## src/rtl/multicycle_core.sv

```systemverilog
`default_nettype none
// ==== multicycle_core : multicycle MIPS-subset core with one shared valid/ready memory port ====
// ==== Rev 1.0                                                                             ====
module multicycle_core #(
    parameter int               WIDTH    = 32,
    parameter logic [WIDTH-1:0] RESET_PC = '0
) (
    input  logic             clk,
    input  logic             rst,
    output logic             mem_req,
    output logic             mem_we,
    output logic [WIDTH-1:0] mem_addr,
    output logic [WIDTH-1:0] mem_wdata,
    input  logic [WIDTH-1:0] mem_rdata,
    input  logic             mem_ready,
    input  logic [4:0]       addressTest,
    output logic [WIDTH-1:0] outputTest,
    output logic             instr_done,
    output logic             trap
);

    localparam logic [5:0] OP_RTYPE = 6'h00;
    localparam logic [5:0] OP_J     = 6'h02;
    localparam logic [5:0] OP_BEQ   = 6'h04;
    localparam logic [5:0] OP_ADDI  = 6'h08;
    localparam logic [5:0] OP_LW    = 6'h23;
    localparam logic [5:0] OP_SW    = 6'h2B;

    localparam logic [5:0] FN_ADD = 6'h20;
    localparam logic [5:0] FN_SUB = 6'h22;
    localparam logic [5:0] FN_AND = 6'h24;
    localparam logic [5:0] FN_OR  = 6'h25;
    localparam logic [5:0] FN_SLT = 6'h2A;

    localparam logic [WIDTH-1:0] PC_STEP = WIDTH'(4);

    typedef enum logic [3:0] {
        FETCH    = 4'd0,
        DECODE   = 4'd1,
        MEMADR   = 4'd2,
        MEMRD    = 4'd3,
        MEMWB    = 4'd4,
        MEMWR    = 4'd5,
        RTYPE_EX = 4'd6,
        RTYPE_WB = 4'd7,
        ADDI_EX  = 4'd8,
        ADDI_WB  = 4'd9,
        BRANCH   = 4'd10,
        JUMP     = 4'd11,
        TRAP     = 4'd12
    } state_t;

    state_t           state;
    state_t           next_state;
    logic [WIDTH-1:0] pc;
    logic [31:0]      ir;
    logic [WIDTH-1:0] a;
    logic [WIDTH-1:0] b;
    logic [WIDTH-1:0] alu_out;
    logic [WIDTH-1:0] data;
    logic [WIDTH-1:0] regs [32];

    logic [5:0]       opcode;
    logic [4:0]       rs;
    logic [4:0]       rt;
    logic [4:0]       rd;
    logic [5:0]       funct;
    logic [WIDTH-1:0] sign_imm;
    logic [WIDTH-1:0] jump_target;
    logic             funct_ok;
    logic [WIDTH-1:0] alu_result;

    logic             req_raw;
    logic             we_raw;
    logic [WIDTH-1:0] addr_raw;
    logic [WIDTH-1:0] wdata_raw;
    logic             rf_we;
    logic [4:0]       rf_waddr;
    logic [WIDTH-1:0] rf_wdata;

    assign opcode      = ir[31:26];
    assign rs          = ir[25:21];
    assign rt          = ir[20:16];
    assign rd          = ir[15:11];
    assign funct       = ir[5:0];
    assign sign_imm    = {{(WIDTH-16){ir[15]}}, ir[15:0]};
    // pc already points at PC+4 once DECODE is reached
    assign jump_target = {pc[WIDTH-1:28], ir[25:0], 2'b00};
    assign funct_ok    = (funct == FN_ADD) || (funct == FN_SUB) || (funct == FN_AND) ||
                         (funct == FN_OR)  || (funct == FN_SLT);

    always_comb begin
        alu_result = '0;
        case (funct)
            FN_ADD:  alu_result = a + b;
            FN_SUB:  alu_result = a - b;
            FN_AND:  alu_result = a & b;
            FN_OR:   alu_result = a | b;
            FN_SLT:  alu_result = {{(WIDTH-1){1'b0}}, ($signed(a) < $signed(b))};
            default: alu_result = '0;
        endcase
    end

    always_ff @(posedge clk or negedge rst) begin
        if (!rst) begin
            state <= FETCH;
        end else begin
            state <= next_state;
        end
    end

    always_comb begin
        next_state = state;
        req_raw    = 1'b0;
        we_raw     = 1'b0;
        addr_raw   = '0;
        wdata_raw  = '0;
        instr_done = 1'b0;
        trap       = 1'b0;
        rf_we      = 1'b0;
        rf_waddr   = rt;
        rf_wdata   = alu_out;
        case (state)
            FETCH: begin
                req_raw  = 1'b1;
                addr_raw = pc;
                if (mem_ready) next_state = DECODE;
            end
            DECODE: begin
                case (opcode)
                    OP_RTYPE:     next_state = funct_ok ? RTYPE_EX : TRAP;
                    OP_LW, OP_SW: next_state = MEMADR;
                    OP_ADDI:      next_state = ADDI_EX;
                    OP_BEQ:       next_state = BRANCH;
                    OP_J:         next_state = JUMP;
                    default:      next_state = TRAP;
                endcase
            end
            MEMADR:   next_state = (opcode == OP_LW) ? MEMRD : MEMWR;
            MEMRD: begin
                req_raw  = 1'b1;
                addr_raw = alu_out;
                if (mem_ready) next_state = MEMWB;
            end
            MEMWB: begin
                rf_we      = 1'b1;
                rf_wdata   = data;
                instr_done = 1'b1;
                next_state = FETCH;
            end
            MEMWR: begin
                req_raw   = 1'b1;
                we_raw    = 1'b1;
                addr_raw  = alu_out;
                wdata_raw = b;
                if (mem_ready) begin
                    instr_done = 1'b1;
                    next_state = FETCH;
                end
            end
            RTYPE_EX: next_state = RTYPE_WB;
            RTYPE_WB: begin
                rf_we      = 1'b1;
                rf_waddr   = rd;
                instr_done = 1'b1;
                next_state = FETCH;
            end
            ADDI_EX:  next_state = ADDI_WB;
            ADDI_WB: begin
                rf_we      = 1'b1;
                instr_done = 1'b1;
                next_state = FETCH;
            end
            BRANCH, JUMP: begin
                instr_done = 1'b1;
                next_state = FETCH;
            end
            TRAP:     trap = 1'b1;
            default:  next_state = FETCH;
        endcase
    end

    // Gating with rst lets an in-flight request drop the moment reset asserts
    assign mem_req   = req_raw & rst;
    assign mem_we    = we_raw & rst;
    assign mem_addr  = rst ? addr_raw : '0;
    assign mem_wdata = rst ? wdata_raw : '0;

    always_ff @(posedge clk or negedge rst) begin
        if (!rst) begin
            pc      <= RESET_PC;
            ir      <= '0;
            a       <= '0;
            b       <= '0;
            alu_out <= '0;
            data    <= '0;
        end else begin
            case (state)
                FETCH: begin
                    if (mem_ready) begin
                        ir <= mem_rdata[31:0];
                        pc <= pc + PC_STEP;
                    end
                end
                DECODE: begin
                    a       <= regs[rs];
                    b       <= regs[rt];
                    alu_out <= pc + (sign_imm << 2);
                end
                MEMADR, ADDI_EX: alu_out <= a + sign_imm;
                MEMRD:    if (mem_ready) data <= mem_rdata;
                RTYPE_EX: alu_out <= alu_result;
                BRANCH:   if (a == b) pc <= alu_out;
                JUMP:     pc <= jump_target;
                default:  ;
            endcase
        end
    end

    // Register 0 is never written, so it keeps its reset value of zero
    always_ff @(posedge clk or negedge rst) begin
        if (!rst) begin
            for (int i = 0; i < 32; i++) regs[i] <= '0;
        end else if (rf_we && (rf_waddr != 5'd0)) begin
            regs[rf_waddr] <= rf_wdata;
        end
    end

    assign outputTest = regs[addressTest];

endmodule
`default_nettype wire

```

## config.mk

```make
export PLATFORM = sky130hd
export DESIGN_NAME = multicycle_core
export DESIGN_NICKNAME = d
export VERILOG_FILES = /design/src/rtl/multicycle_core.sv
export SDC_FILE = /design/constraint.sdc
export NUM_CORES = 2
export LEC_CHECK = 0
export CORE_UTILIZATION = 55
export CTS_CLUSTER_DIAMETER = 120
export DETAILED_ROUTE_END_ITERATION = 7
export PLACE_DENSITY = 0.82
export SYNTH_ARGS = -nofsm -noshare
export SYNTH_HDL_FRONTEND = slang
export SYNTH_SLANG_ARGS = --single-unit
```

## constraint.sdc

```tcl
create_clock -name clk -period 11 [get_ports clk]
set_clock_uncertainty 0.2 [all_clocks]
set_input_delay 2.2 -clock clk [delete_from_list [all_inputs] [get_ports clk]]
set_output_delay 2.2 -clock clk [all_outputs]
set_load 0.05 [all_outputs]
```

==> metrics.yaml <==
synthesis:
  synthTopCellsByArea: "dfrtp_1, mux4_2, o21ai_0, nand2_1, ha_1"
  netlist_instances: 6958
  synthFlopType: "dfrtp_1"
  ys_ff_latch: 1220
  synth-edff-count: 0
  syn-num-nets: 7171
  synth_top_cell_area_share: 0.393
  synth_area_um2: 77700
  synth.distinct_cells: 90
  synth_area_leader_cell: "dfrtp_1"
  synth.avg_cell_area_um2: 11.2
  ys.warnings.count: 0
  ys_async_sr_fraction: 1.00
  synth.yosys.seq_area_share: 0.393
floorplanning:
  die_h_um: 378
  fp.coreArea_um2: 140000
  die_w_um: 378
  initial_utilization: 0.556
  io_pins: 140
  die-area_um2: 143000
  num_rows: 137
route:
  drcViolationCount: 9
  routed_wl_um: 265000
  vias_per_cell: 7.42
  drt_first_pass_iters: 8
  final_antenna_net_count: 0
  post_drt_wl_per_cell_um: 30.7
  drtIter0Drc: 10126
  dr_total_vias: 64161
clock_tree:
  cts_root_buf: "clkbuf_16"
  clk_latency_ps: 810
  path_clk_slew_ps: 60
  holdBufCountCts: 0
  clock_path_buffers: 3
  clock_sinks: 1220
  numCtsBuffers: 132
  cts_setup_buffers: 0
  ctsResizeCount: 0
  cts_tree: "done"
  htreeDepth: 4
critical_path:
  worst-endpoint-arrival_ps: 5740
  required_ps: 8600
  crit_fanout: 88
  setup.worst_path.end_class: "output port"
  cp-start-kind: "input pin"
  worst-r2r-cell-count: 10
  worstSetupPathType: "input pin to output port"
timing:
  tightest_slew_ps: 1380
  drv_slew: 0
  slew_headroom: 0.0799
  final.min_clock_period_ps: 8140
  fin_setup_tns_ps: 0
  clock.fmax_mhz: 123
  setup_viol: 0
  hold_violations: 0
  post-route-period-util: 0.740
  rsz0062_at_grt: "no"
pwr:
  swShare: 0.443
  pwr-share-clk: 0.180
  combPwrFrac: 0.504
  cellPowerDensity_nw_per_um2: 310
  leakagePower_nw: 34.9
  switchingPower_mw: 11.7
  p_total_mw: 26.3
  vdd_drop_max_mv: 0.236
  pwr-share-seq: 0.315
  power.internal_mw: 14.6
placement:
  place.gp.congestion: 0.998
  port_buffers: 139
  post-dp-hpwl_um: 160000
worst_hold_path:
  holdCritPathClass: "flop to flop"
  holdPathStages: 0
global_route:
  grtUsageTotal: 0.375
  grt.overflow.total: 0
  antenna_found_initial: 12
  grt_pass1_wl_um: 399000
  grt_pass1_vias: 64280
  grt_max_degree: 169
finish:
  fillers: 10288
  drive_above_1_share: 0.224
  fin_nets: 6871
  layout_commonest_cell: "dfrtp_1"
  syn2layout_area_growth_pct: 9.16
  final_cell_mix: "dfrtp_1, nand2_1, mux4_2"
run_status:
  status: "finished with violations"
  violations: "DRC"
flow_run:
  maxCapViolCount: 0
[cells in the mapped netlist (55+ instances only)]
library cell / n
o21ai_0: 900
mux2i_1: 109
buf_2: 74
nand2_1: 1014
xnor2_1: 57
ha_1: 169
nor2_1: 369
mux2_2: 98
inv_1: 122
dfrtp_1: 1220
mux4_2: 960
clkbuf_1: 519
buf_1: 90
nor2b_1: 55
o21ai_1: 129
a21oi_1: 369
[through the flow]
stage	cell area [µm²]	utilization	hold slack, ps	setup slack [ps]	instances
2_1_floorplan	77700	-	258	4060	6958
6_report	84800	0.607	219	2860	8643
3_5_place_dp	80200	0.574	202	2830	8400
5_1_grt	84800	0.607	229	2710	8641
3_3_place_gp	80200	0.574	195	2920	8400
4_1_cts	84800	0.607	218	2830	8641
[registers in the layout, indices dropped and copies added (netlist names)]
| signal | cells |
|---|---|
| regs | 1024 |
| a | 32 |
| alu_out | 32 |
| b | 32 |
| data | 32 |
| ir | 32 |
| pc | 32 |
| state | 4 |
[power groups by stage]
stage | Combinational [mW] | Sequential [mW] | Clock (mW)
floorplan | 9.78 | 7.10 | 0
global placement | 12.5 | 8.01 | 0
detailed placement | 12.8 | 8.17 | 0
CTS | 13.0 | 8.14 | 4.74
global route | 14.0 | 8.42 | 4.92
finish | 13.3 | 8.30 | 4.75
[path summary, 6_finish.rpt]
path	startpoint	to	slack, ps
worst max register to register	state[2]	regs[927]	5710
worst min-delay path	regs[1005]	regs[1005]	220
worst max-delay path	addressTest[0]	outputTest[26]	2860
worst min register to register	regs[1005]	regs[1005]	220
max in group asynchronous	rst	regs[411]	5120
min in group asynchronous	rst	regs[454]	1150
[worst max-delay path: stages]
cell             delay [ps]
buf_8                   570
buf_12                  610
mux4_2                  600
mux4_2                  500
mux2_2                  340
clkdlybuf4s50_1         760
[kinds of logic after synthesis]
kind of cell,count (synthesis),share of synthesized area
multiplexers,1167,0.306
adder cells (fa/ha/maj),173,0.0282
XOR/XNOR,77,0.00868
flip-flops,1220,0.393
AND/OR/NAND/NOR,1728,0.0942
AO/OA/AOI/OAI,1779,0.129
buffers and inverters,814,0.0406
[layout make-up]
type	count	area, µm²	area share
inverter	128	485	0.00572
multi-input combinational	4924	44400	0.524
clock inverter	56	732	0.00863
tap	1876	2350	0.0277
antenna	2	5.00	0.0000590
sequential	1220	30600	0.360
timing repair buffer	252	2380	0.0280
clock buffer	185	3890	0.0458
[metal layers]
metal / track usage / wire length [µm] / vias up
met5: 0 / 62 / -
li1: - / - / 25453
met2: 0.556 / 118000 / 5532
met3: 0.129 / 38000 / 1438
met1: 0.474 / 90100 / 31728
met4: 0.234 / 19400 / 10
Power figures use the tool's default switching activity.
